### src/rtl/resampler_pkg.sv
// Shared arithmetic helpers for the resampler datapath: round-half-up, output clamping
// and saturating event counters. Everything works on a wide signed working type.
package resampler_pkg;

   localparam int CALC_W = 64;

   typedef logic signed [CALC_W-1:0] calc_t;
   typedef logic [CALC_W-1:0]        ucalc_t;

   function automatic calc_t out_max(input int w);
      return (calc_t'(1) <<< (w - 1)) - calc_t'(1);
   endfunction

   function automatic calc_t out_min(input int w);
      return -(calc_t'(1) <<< (w - 1));
   endfunction

   // Ties go toward +inf because the half-LSB is added before the arithmetic shift.
   function automatic calc_t round_half_up(input calc_t x, input int shift);
      if (shift == 0) return x;
      return (x + (calc_t'(1) <<< (shift - 1))) >>> shift;
   endfunction

   function automatic logic is_sat(input calc_t x, input int w);
      return (x > out_max(w)) || (x < out_min(w));
   endfunction

   function automatic calc_t sat_clip(input calc_t x, input int w);
      if (x > out_max(w)) return out_max(w);
      if (x < out_min(w)) return out_min(w);
      return x;
   endfunction

   function automatic calc_t round_sat(input calc_t x, input int shift, input int w);
      return sat_clip(round_half_up(x, shift), w);
   endfunction

   // Counter increment that sticks at all-ones of a w-bit counter.
   function automatic ucalc_t sat_inc(input ucalc_t cnt, input int w);
      ucalc_t top;
      top = (ucalc_t'(1) << w) - ucalc_t'(1);
      return (cnt == top) ? cnt : cnt + ucalc_t'(1);
   endfunction

endpackage

### src/rtl/sync_fifo.sv
// Single-clock first-word-fall-through FIFO with a registered output word.
// count includes the output register, so capacity is DEPTH words in total.
module sync_fifo #(
   parameter int WIDTH = 32,
   parameter int DEPTH = 16
) (
   input  logic                     clk_i,
   input  logic                     rst_i,
   input  logic                     wr_en,
   input  logic [WIDTH-1:0]         din,
   input  logic                     rd_en,
   output logic [WIDTH-1:0]         dout,
   output logic                     empty,
   output logic                     full,
   output logic [$clog2(DEPTH):0]   count
);

   localparam int PTR_W = $clog2(DEPTH);

   logic [WIDTH-1:0] mem [DEPTH];
   logic [PTR_W-1:0] wr_ptr;
   logic [PTR_W-1:0] rd_ptr;
   logic [PTR_W:0]   mem_cnt;
   logic             out_vld;

   logic rd;
   logic out_free;
   logic wr_ok;
   logic pop_mem;
   logic load_din;
   logic push_mem;

   assign rd       = out_vld && rd_en;
   assign out_free = !out_vld || rd;
   assign count    = mem_cnt + (PTR_W+1)'(out_vld);
   assign full     = (count == (PTR_W+1)'(DEPTH));
   assign empty    = !out_vld;
   assign wr_ok    = wr_en && (!full || rd);
   assign pop_mem  = out_free && (mem_cnt != '0);
   // An empty FIFO loads the write straight into the output register (visible next cycle).
   assign load_din = out_free && (mem_cnt == '0) && wr_ok;
   assign push_mem = wr_ok && !load_din;

   always_ff @(posedge clk_i or posedge rst_i) begin
      if (rst_i) begin
         wr_ptr  <= '0;
         rd_ptr  <= '0;
         mem_cnt <= '0;
         out_vld <= 1'b0;
         dout    <= '0;
      end else begin
         if (push_mem) wr_ptr <= wr_ptr + 1'b1;
         if (pop_mem)  rd_ptr <= rd_ptr + 1'b1;
         case ({push_mem, pop_mem})
            2'b10:   mem_cnt <= mem_cnt + 1'b1;
            2'b01:   mem_cnt <= mem_cnt - 1'b1;
            default: mem_cnt <= mem_cnt;
         endcase
         if (out_free) out_vld <= pop_mem || load_din;
         if (pop_mem)
            dout <= mem[rd_ptr];
         else if (load_din)
            dout <= din;
      end
   end

   always_ff @(posedge clk_i) begin
      if (push_mem) mem[wr_ptr] <= din;
   end

endmodule

### src/rtl/resampler_out_fmt.sv
// Output formatter: per-channel round and saturate, FIFO buffering toward a
// valid/ready master, with sticky drop flag and saturating event counters.
module resampler_out_fmt
   import resampler_pkg::*;
#(
   parameter int CH_NUM     = 2,
   parameter int IN_WIDTH   = 34,
   parameter int OUT_WIDTH  = 16,
   parameter int SHIFT      = 15,
   parameter int FIFO_DEPTH = 16,
   parameter int CNT_WIDTH  = 16
) (
   input  logic                            clk_i,
   input  logic                            rst_i,
   input  logic                            tvalid_i,
   input  logic [CH_NUM*IN_WIDTH-1:0]      tdata_i,
   output logic                            m_tvalid_o,
   input  logic                            m_tready_i,
   output logic [CH_NUM*OUT_WIDTH-1:0]     m_tdata_o,
   output logic [$clog2(FIFO_DEPTH):0]     fill_o,
   output logic                            drop_o,
   output logic [CNT_WIDTH-1:0]            sat_cnt_o,
   output logic [CNT_WIDTH-1:0]            drop_cnt_o,
   input  logic                            clear_i
);

   localparam int RND_W = IN_WIDTH + 1;
   localparam int OW    = CH_NUM * OUT_WIDTH;

   logic signed [RND_W-1:0] rnd_c  [CH_NUM];
   logic signed [RND_W-1:0] rnd_p0 [CH_NUM];
   logic                    vld_p0;

   logic [OW-1:0]           dat_c;
   logic [CH_NUM-1:0]       sat_flag_c;
   logic [OW-1:0]           dat_p1;
   logic                    sat_p1;
   logic                    vld_p1;

   for (genvar g = 0; g < CH_NUM; g++) begin : g_ch
      assign rnd_c[g] = RND_W'(round_half_up(calc_t'($signed(tdata_i[g*IN_WIDTH +: IN_WIDTH])), SHIFT));
      assign dat_c[g*OUT_WIDTH +: OUT_WIDTH] = OUT_WIDTH'(sat_clip(calc_t'(rnd_p0[g]), OUT_WIDTH));
      assign sat_flag_c[g] = is_sat(calc_t'(rnd_p0[g]), OUT_WIDTH);
   end

   // ---- stage p0: rounding ----
   always_ff @(posedge clk_i or posedge rst_i) begin
      if (rst_i) vld_p0 <= 1'b0;
      else       vld_p0 <= tvalid_i;
   end

   always_ff @(posedge clk_i) begin
      if (tvalid_i) rnd_p0 <= rnd_c;
   end

   // ---- stage p1: saturation ----
   always_ff @(posedge clk_i or posedge rst_i) begin
      if (rst_i) vld_p1 <= 1'b0;
      else       vld_p1 <= vld_p0;
   end

   always_ff @(posedge clk_i) begin
      if (vld_p0) begin
         dat_p1 <= dat_c;
         sat_p1 <= |sat_flag_c;
      end
   end

   // ---- output FIFO and event accounting ----
   logic fifo_empty;
   logic fifo_full;
   logic rd;
   logic drop_ev;
   logic sat_ev;

   sync_fifo #(
      .WIDTH (OW),
      .DEPTH (FIFO_DEPTH)
   ) u_fifo (
      .clk_i (clk_i),
      .rst_i (rst_i),
      .wr_en (vld_p1),
      .din   (dat_p1),
      .rd_en (m_tready_i),
      .dout  (m_tdata_o),
      .empty (fifo_empty),
      .full  (fifo_full),
      .count (fill_o)
   );

   assign m_tvalid_o = !fifo_empty;
   assign rd         = m_tvalid_o && m_tready_i;
   assign drop_ev    = vld_p1 && fifo_full && !rd;
   // Saturation is counted even for samples that are then dropped.
   assign sat_ev     = vld_p1 && sat_p1;

   always_ff @(posedge clk_i or posedge rst_i) begin
      if (rst_i) begin
         sat_cnt_o  <= '0;
         drop_cnt_o <= '0;
         drop_o     <= 1'b0;
      end else if (clear_i) begin
         sat_cnt_o  <= '0;
         drop_cnt_o <= '0;
         drop_o     <= 1'b0;
      end else begin
         if (sat_ev)
            sat_cnt_o <= CNT_WIDTH'(sat_inc(CALC_W'(sat_cnt_o), CNT_WIDTH));
         if (drop_ev) begin
            drop_cnt_o <= CNT_WIDTH'(sat_inc(CALC_W'(drop_cnt_o), CNT_WIDTH));
            drop_o     <= 1'b1;
         end
      end
   end

endmodule

### config.mk
export PLATFORM = sky130hd
export DESIGN_NAME = resampler_out_fmt
export DESIGN_NICKNAME = d
export VERILOG_FILES = /design/src/rtl/resampler_pkg.sv /design/src/rtl/sync_fifo.sv /design/src/rtl/resampler_out_fmt.sv
export SDC_FILE = /design/constraint.sdc
export NUM_CORES = 1
export LEC_CHECK = 0
export ABC_AREA = 0
export ABC_CLOCK_PERIOD_IN_PS = 11190
export CORE_UTILIZATION = 45
export DETAILED_ROUTE_END_ITERATION = 8
export SLEW_MARGIN = 20
export SYNTH_ARGS = -nofsm -noshare
export SYNTH_HDL_FRONTEND = slang
export SYNTH_HIERARCHICAL = 1
export SYNTH_SLANG_ARGS = --single-unit
### constraint.sdc
create_clock -name clk_i -period 11.19 [get_ports clk_i]
set_input_delay 2.238 -clock clk_i [delete_from_list [all_inputs] [get_ports clk_i]]
set_output_delay 2.238 -clock clk_i [all_outputs]
set_load 0.01 [all_outputs]
# ---- After elaboration in Yosys (flattened, before gate mapping)
# Memories as Yosys holds them, arrays and structs flattened.
# Index checks and enable logic that the tools add are counted.
dict set report classes {
  add_sub_neg 9
  magnitude_cmp 4
  n_eq_ne 7
  mux 27
  n_reduce_logical 27
}
# operator n
set op_table {}
lappend op_table {{$mux 16} 14}
lappend op_table {{$add 34x16->35 const B} 2}
lappend op_table {{$mux 32} 2}
lappend op_table {{$gt 20x16->1 const B} 2}
lappend op_table {{$lt 20x16->1 const B} 2}
lappend op_table {{$add 16x1->16 const B} 2}
lappend op_table {{$eq 16x16->1 const B} 2}
lappend op_table {{$mux 1} 10}
lappend op_table {{$pmux 5 s2} 1}
lappend op_table {{$logic_and 1x1->1} 9}
lappend op_table {{$add 4x1->4 const B} 2}
lappend op_table {{$reduce_bool 2->1} 4}
lappend op_table {{$add 5x1->5} 1}
lappend op_table {{$add 5x1->5 const B} 1}
lappend op_table {{$eq 5x5->1 const B} 1}
lappend op_table {{$logic_not 5->1} 1}
lappend op_table {{$logic_or 1x1->1} 5}
lappend op_table {{$reduce_bool 5->1} 1}
lappend op_table {{$sub 5x1->5 const B} 1}
lappend op_table {{$logic_not 1->1} 4}
lappend op_table {{$ne 2x2->1 const B} 2}
lappend op_table {{$reduce_and 2->1} 2}
lappend op_table {{$eq 2x1->1 const B} 1}
lappend op_table {{$eq 2x2->1 const B} 1}
lappend op_table {{$reduce_or 2->1} 1}
dict set report word_totals {
  reg_bits 154
  mem_bits_rw 512
  output_inout_bits 71
  n_memories 1
}
# memory depth word_bits read_ports rd_ports_with_merged_regs wr line_no
set mem_list {}
lappend mem_list {u_fifo.mem 16 32 1 0 1 sync_fifo.sv:20} ;# logic [WIDTH-1:0] mem [DEPTH];

# ---- Depth between registers and ports, before layout
# Gate-level depths: netlist of the first run.
dict set report logic_depth {
  word_depth 10
  depth_mapped 16
  ltp_nobuf 15
}

# ---- Cells and area by module
# Netlist of the first run, hierarchy kept.
# module instances cells_per_inst area_per_inst_um2
set modules_own_cells {}
lappend modules_own_cells {sync_fifo 1 1043 22024.9}
lappend modules_own_cells {resampler_out_fmt 1 409 5183.7}

# ---- Least setup slack after synthesis of the first run
# Ideal clock, no wire load.
dict set report synth_path {
  path_type {input port to flip-flop}
  start {input m_tready_i}
  end {memory u_fifo.mem[3][0] (enable)}
  setup_time_ps 461
  arrival_ps 5258
  t_required_ps 10729
  path_slack_ps 5471
  stages 4
  path_buffers 0
  path_cell_list {nand2b_1 a211oi_1 o2111ai_1 nor3_1}
}
dict set report synth_between {
  elab_chain_cells 8
  elab_cells_between_ends 10
  cone_classes {mux: 2; reduce/logical: 8}
}
# item line_no
set synth_lines {}
lappend synth_lines {{start: declaration} resampler_out_fmt.sv:18} ;# input logic m_tready_i,
lappend synth_lines {{$logic_and 1x1->1 *} sync_fifo.sv:33} ;# assign rd = out_vld && rd_en;
lappend synth_lines {{$logic_or 1x1->1, on equally long branches} {sync_fifo.sv:34, sync_fifo.sv:38}}
lappend synth_lines {{$logic_and 1x1->1, on equally long branches} {sync_fifo.sv:41, sync_fifo.sv:38}}
lappend synth_lines {{$logic_and 1x1->1} sync_fifo.sv:41} ;# assign load_din = out_free && (mem_cnt == '0) && wr_ok;
lappend synth_lines {{$logic_not 1->1} sync_fifo.sv:42} ;# assign push_mem = wr_ok && !load_din;
lappend synth_lines {{$logic_and 1x1->1 *} sync_fifo.sv:42}
lappend synth_lines {{$mux 1 *} sync_fifo.sv:68} ;# if (push_mem) mem[wr_ptr] <= din;
lappend synth_lines {{$mux 1 (not written as such) *} sync_fifo.sv:68}
lappend synth_lines {{end: declaration} sync_fifo.sv:20}
# Mark *: on every way between the ends. The rest lies on a longest branch, timed or not.

# ---- Worst setup path after layout of the first run
dict set report layout_path {
  start {input m_tready_i}
  end {register u_fifo.mem_cnt[4]}
}
dict set report layout_between {
  elab_cells_between_ends 13
  cone_classes {eq/ne: 2; mux: 1; reduce/logical: 10}
}
# item line_no
set layout_rtl {}
lappend layout_rtl {{$logic_and 1x1->1 *} sync_fifo.sv:33}
lappend layout_rtl {{$logic_or 1x1->1 *} sync_fifo.sv:34} ;# assign out_free = !out_vld || rd;
lappend layout_rtl {{$logic_and 1x1->1 *} sync_fifo.sv:39} ;# assign pop_mem = out_free && (mem_cnt != '0);
lappend layout_rtl {{net u_fifo.pop_mem} sync_fifo.sv:29} ;# logic pop_mem;
lappend layout_rtl {{$eq 2x1->1 or $eq 2x2->1 (tied branches)} sync_fifo.sv:54} ;# case ({push_mem, pop_mem})
lappend layout_rtl {{$pmux 5 s2 or $reduce_bool 2->1 (tied branches)} n/a}
lappend layout_rtl {{end signal: assignment} sync_fifo.sv:55} ;# 2'b10: mem_cnt <= mem_cnt + 1'b1;
lappend layout_rtl {{end signal: assignment} sync_fifo.sv:56} ;# 2'b01: mem_cnt <= mem_cnt - 1'b1;
lappend layout_rtl {{end signal: assignment} sync_fifo.sv:57} ;# default: mem_cnt <= mem_cnt;
lappend layout_rtl {{end: declaration} sync_fifo.sv:23} ;# logic [PTR_W:0] mem_cnt;
# Mark *: on every way through the listed nets, which the timed path passes. The rest lies on a longest branch.
# A chain may end at the register's enable or synchronous reset.

==> impl_metrics.env, run 1 <==
export IMPL_fin_setup_tns_ps=0
export IMPL_nets=1687
export IMPL_synth_top_area_cell="edfxtp_1"
export IMPL_core_um2=59400
export IMPL_place_congestion=0.739
export IMPL_drc_errors=0
export IMPL_multi_input_area_um2=7280
export IMPL_seq_area_um2=19600
export IMPL_io_pins=144
export IMPL_hold_class="reg2reg"
export IMPL_cts_htree_levels=3
export IMPL_ys_top_cells_by_count="585 x edfxtp_1, 128 x mux4_2, 81 x dfrtp_1, 73 x a21oi_1, 73 x nor2_1"
export IMPL_cp_max_fo=36
export IMPL_hpwl_um=31300
export IMPL_skew_ps=26.5
export IMPL_cp_arrival_ps=5560
export IMPL_place_inst=2300
export IMPL_endpoint_kind="flip-flop"
export IMPL_worstPathRequired_ps=11720
export IMPL_antenna_cells=0
export IMPL_max_slew_worst_pin_slew_ps=1020
export IMPL_rows=89
export IMPL_outcome="completed"
export IMPL_yosys_warnings=6
export IMPL_async_flop_share_pct=12.2
export IMPL_antenna_found_initial=0
export IMPL_clk_latency_ps=620
export IMPL_grt_max_degree=85
export IMPL_grt_setup_unrepaired="false"
export IMPL_clk_pin_slew_ps=60
export IMPL_gr_total_overflow=0
export IMPL_synth_most_common_cell="edfxtp_1"
export IMPL_syn_avg_cell_area_um2=18.7
export IMPL_clk_path_buf_depth=3
export IMPL_irDropWorstVdd_mv=0.236
export IMPL_synthCells=1452
export IMPL_dr_total_vias=14035
export IMPL_startpoint_type="input port"
export IMPL_total_power_w=0.00754
export IMPL_drt_initial_drc_count=974
export IMPL_port_buffers=115
export IMPL_drtAntennaViolNets=0
export IMPL_numCtsBuffers=71
export IMPL_crit_path_max_incr_delay_ps=630
export IMPL_leakage_nw=10.6
export IMPL_hold_viol=0
export IMPL_synth_edff_count=585
export IMPL_netlist_area_um2=27200
export IMPL_via_per_inst=5.78
export IMPL_root_buffer="clkbuf_16"
export IMPL_slowest_stage="buf_4"
export IMPL_drt_total_wl_um=61400
export IMPL_crit_chain="clkdlybuf4s50_1 > nand2b_1 > o41ai_4 > buf_4 > inv_1 > ha_1 > xor2_1 > ha_1 > nor2b_1 > a22oi_1 > a2bb2oi_1 > o31ai_1 > xor2_1"
export IMPL_yosys_top_cells_area="edfxtp_1 65%, mux4_2 11%, dfrtp_1 7.4%"
export IMPL_final_fill_count=4704
export IMPL_ys_flop_type="edfxtp_1"
export IMPL_drive_gt1_share_pct=25.1
export IMPL_cts_tree="yes"
export IMPL_post_cts_buffers=0
export IMPL_areaGrowthSynthToFinish_pct=16.4
export IMPL_fin_crit_sh_pct=45.0
export IMPL_cts_resized_gates=0
export IMPL_fin_crit_ps=5030
export IMPL_layout_cells_non_filler=2429
export IMPL_critPathKind="in2reg"
export IMPL_ctsHoldBuffers=0
export IMPL_grt_usage_pct=20.5
export IMPL_die_h_um=248
export IMPL_ys_types=78
export IMPL_grt_pass1_vias=14494
export IMPL_netlist_area_leader_share_pct=64.6
export IMPL_max_freq_mhz=199
export IMPL_cp_buffers_inverters=3
export IMPL_slew_headroom_pct=32.1
export IMPL_grt_first_pass_wirelength_um=91200
export IMPL_ys_seq_area_share_pct=72.0
export IMPL_initial_utilization_pct=45.8
export IMPL_cts_num_sinks=666
export IMPL_slew_violations=0
export IMPL_firstDrtPassIters=5
export IMPL_path_delay_family="buffers and inverters"
export IMPL_die_w_um=248
export IMPL_wire_per_inst_um=25.3
export IMPL_synth_seq_cells=666
export IMPL_synth_fp_nets=1539
export IMPL_dieArea_um2=61500
export IMPL_powerDensity_nw_per_um2=238
export IMPL_maxCapViolCount=0
export IMPL_setup_viol=0
## final timing paths
| kind | start | end | slack (ps) | cells past startpoint |
|---|---|---|---|---|
| worst min register to register | vld_p0$_DFF_PP0_ | vld_p1$_DFF_PP0_ | 460 | 0 |
| max in group asynchronous | rst_i | u_fifo/rd_ptr[3]$_DFFE_PP0P_ | 8180 | 3 |
| worst max register to register | u_fifo/mem_cnt[0]$_DFFE_PP0P_ | u_fifo/mem_cnt[4]$_DFFE_PP0P_ | 7320 | 15 |
| min in group asynchronous | rst_i | vld_p0$_DFF_PP0_ | 1920 | 2 |
| worst max-delay path | m_tready_i | u_fifo/mem_cnt[4]$_DFFE_PP0P_ | 6160 | 13 |
| worst min-delay path | vld_p0$_DFF_PP0_ | vld_p1$_DFF_PP0_ | 460 | 0 |
## worst register-to-register path, delay by kind of cell (launching register included)
kind | cells | cell delay (ps)
AO/OA/AOI/OAI | 5 | 980
XOR/XNOR | 2 | 340
adder cells (fa/ha/maj) | 4 | 990
buffers and inverters | 1 | 150
flip-flops | 1 | 450
AND/OR/NAND/NOR | 3 | 900
## cell type report
class	instances	share of cell area (%)
sequential	666	61.9
inverter	15	0.178
clock inverter	38	1.46
tap	773	3.05
multi-input combinational	701	23.0
timing repair buffer	145	4.38
clock buffer	91	6.01
## stage by stage
| stage | setup WS, ps | hold slack [ps] | util [%] | instance area, µm² |
|---|---|---|---|---|
| global route | 5960 | 476 | 53.3 | 31700 |
| finish | 6160 | 461 | 53.3 | 31700 |
| global placement | 5590 | 434 | 49.4 | 29300 |
| detailed placement | 5550 | 430 | 49.4 | 29300 |
| CTS | 6180 | 458 | 53.3 | 31700 |
| floorplan | 5470 | 495 | - | 27200 |
## routing by layer
layer	track usage [%]	up-vias	share of wire, %	wire length [µm]
met3	3.15	95	4.8	2950
met4	6.03	0	2.0	1220
met5	0	-	0	0
met1	27.5	7434	43	26100
met2	34.8	364	51	31100
li1	-	6142	-	-
## sequential cells by signal (all words and copies together) (netlist names)
name and count:
u_fifo/mem 512, u_fifo/dout 32, vld_p0 1, dat_p1 32, u_fifo/mem_cnt 5, drop_o 1
drop_cnt_o 16, sat_cnt_o 16, u_fifo/rd_ptr 4, u_fifo/wr_ptr 4, u_fifo/out_vld 1, vld_p1 1
sat_p1 1, rnd_p0 40
## layout by cell type, fill, tap and decap left out, types with 30 or more instances in the layout
cell             count
nand2_1             32
a22oi_2             30
mux2_2              66
nor2_1              72
clkbuf_16           71
edfxtp_1           585
buf_4               30
a21o_1              31
dfrtp_1             78
xnor2_1             51
clkdlybuf4s50_1    114
mux4_2             128
a21oi_1             73
## cells by family after synthesis
logic type | count (synthesis) | synth area share, %
AO/OA/AOI/OAI | 178 | 5.09
buffers and inverters | 85 | 1.43
AND/OR/NAND/NOR | 243 | 5.10
adder cells (fa/ha/maj) | 14 | 0.644
multiplexers | 198 | 13.5
flip-flops | 666 | 72.0
XOR/XNOR | 68 | 2.19
## power by group
part | leakage (nW) | internal (W) | switching (W)
Sequential | 6.34 | 0.00306 | 0.000289
Combinational | 3.07 | 0.000952 | 0.000871
Clock | 1.16 | 0.00142 | 0.000956
Power figures use the tool's default switching activity.
==> inputs of run 2 (changes only) <==
Settings changed: ABC_CLOCK_PERIOD_IN_PS 11190 to 4720.
Clock period 11.19 ns to 4.72 ns, I/O delays scaled along.
==> run 2 against run 1 <==
Compared with the run above: sequential power increased by 140%; core utilization is 0.089 points higher; sequential share of layout area is 0.10 points lower; first-iteration DRC count up 5.2%; clock skew hardly changed; via count decreased by 0.70%.
==> impl_metrics.env, run 2 (synthesis results as in run 1) <==
export IMPL_hold_viol=0
export IMPL_clk_latency_ps=600
export IMPL_critPathKind="reg2reg"
export IMPL_fin_setup_tns_ps=0
export IMPL_cp_max_fo=15
export IMPL_via_per_inst=5.73
export IMPL_startpoint_type="flip-flop"
export IMPL_skew_ps=26.3
export IMPL_firstDrtPassIters=8
export IMPL_cp_arrival_ps=4330
export IMPL_setup_viol=0
export IMPL_areaGrowthSynthToFinish_pct=16.6
export IMPL_antenna_cells=0
export IMPL_root_buffer="clkbuf_16"
export IMPL_irDropWorstVdd_mv=0.412
export IMPL_largest_register="u_fifo/mem"
export IMPL_grt_setup_unrepaired="false"
export IMPL_drive_gt1_share_pct=25.2
export IMPL_die_w_um=248
export IMPL_fin_crit_ps=3810
export IMPL_worstPathRequired_ps=5240
export IMPL_drtAntennaViolNets=0
export IMPL_core_um2=59400
export IMPL_clk_path_buf_depth=3
export IMPL_place_congestion=0.757
export IMPL_grt_max_degree=73
export IMPL_cts_resized_gates=0
export IMPL_gr_total_overflow=0
export IMPL_ctsHoldBuffers=0
export IMPL_hpwl_um=34000
export IMPL_reg2reg_slack_ps=910
export IMPL_hold_class="reg2reg"
export IMPL_final_fill_count=4675
export IMPL_cts_htree_levels=3
export IMPL_slew_headroom_pct=27.5
export IMPL_grt_first_pass_wirelength_um=90300
export IMPL_cts_tree="yes"
export IMPL_total_power_w=0.0177
export IMPL_max_slew_worst_pin_slew_ps=1090
export IMPL_post_cts_buffers=0
export IMPL_powerDensity_nw_per_um2=558
export IMPL_dieArea_um2=61500
export IMPL_grt_usage_pct=20.4
export IMPL_port_buffers=115
export IMPL_maxCapViolCount=0
export IMPL_numCtsBuffers=69
export IMPL_drt_initial_drc_count=1025
export IMPL_dr_total_vias=13937
export IMPL_layout_common_cells="585 x edfxtp_1, 128 x mux4_2, 114 x clkdlybuf4s50_1, 78 x dfrtp_1"
export IMPL_nets=1692
export IMPL_drt_total_wl_um=61300
export IMPL_utilization_pct=53.4
export IMPL_slew_violations=0
export IMPL_layout_commonest_cell="edfxtp_1"
export IMPL_endpoint_kind="flip-flop"
export IMPL_wire_per_inst_um=25.2
export IMPL_io_pins=144
export IMPL_reg_top3="u_fifo/mem x512, rnd_p0 x40"
export IMPL_rows=89
export IMPL_initial_utilization_pct=45.8
export IMPL_outcome="completed"
export IMPL_grt_pass1_vias=14408
export IMPL_antenna_found_initial=1
export IMPL_cts_num_sinks=666
export IMPL_leakage_nw=10.6
export IMPL_max_freq_mhz=263
export IMPL_clk_pin_slew_ps=60
export IMPL_fin_crit_sh_pct=80.6
export IMPL_die_h_um=248
export IMPL_placed_cell_area_um2=29500
export IMPL_largest_reg_flops=512
export IMPL_final_area_um2=31700
export IMPL_drc_errors=0
run 2: report_power, final:
part | internal (W) | switching, W
clock | 0.00312 | 0.00219
sequential | 0.00724 | 0.000643
combinational | 0.00234 | 0.00216
run 2: area by class of cell:
class                   count  area, µm²  share of cell area, %
flip-flops and latches    666      19600                   61.8
multi-input cells         701       7280                   23.0
clock inverters            22        184                  0.580
repair buffers            152       1560                   4.93
well taps                 773        967                   3.05
clock buffers             104       2050                   6.47
inverters                  15       57.6                  0.181
run 2: layer usage:
metal  up-vias  track usage, %  part of all wire [%]
met5         -               0                     0
met4         0            6.75                   2.2
met3        79            3.29                   5.1
met2       355            34.0                    50
met1      7366            27.3                    43
li1       6137               -                     -
run 2: stage by stage:
stage | setup slack [ps] | cells | hold WS [ps]
2_1_floorplan | 295 | 1452 | 495
3_3_place_gp | 514 | 2307 | 497
3_5_place_dp | 426 | 2307 | 504
4_1_cts | 914 | 2433 | 518
5_1_grt | 579 | 2433 | 533
6_report | 914 | 2433 | 510
run 2: final timing paths:
check | startpoint | endpoint | cells after the start
worst max register to register | u_fifo/mem_cnt[0]$_DFFE_PP0P_ | u_fifo/mem_cnt[4]$_DFFE_PP0P_ | 15
worst min register to register | rnd_p0[13]$_DFFE_PP_ | dat_p1[29]$_SDFFCE_PN1P_ | 1
worst min-delay path | rnd_p0[13]$_DFFE_PP_ | dat_p1[29]$_SDFFCE_PN1P_ | 1
min in group asynchronous | rst_i | drop_cnt_o[14]$_DFFE_PP0P_ | 3
worst max-delay path | u_fifo/mem_cnt[0]$_DFFE_PP0P_ | u_fifo/mem_cnt[4]$_DFFE_PP0P_ | 15
max in group asynchronous | rst_i | u_fifo/rd_ptr[2]$_DFFE_PP0P_ | 3
run 2: critical path, cell delays in order, from the launching register on:
cell	delay, ps
dfrtp_1	430
ha_1	250
ha_1	260
or4b_4	530
nor3_1	150
a211oi_1	100
o211a_1	400
inv_1	140
ha_1	280
xor2_1	180
ha_1	200
nor2b_1	180
a22oi_1	90
a2bb2oi_1	140
o31ai_1	240
xor2_1	160
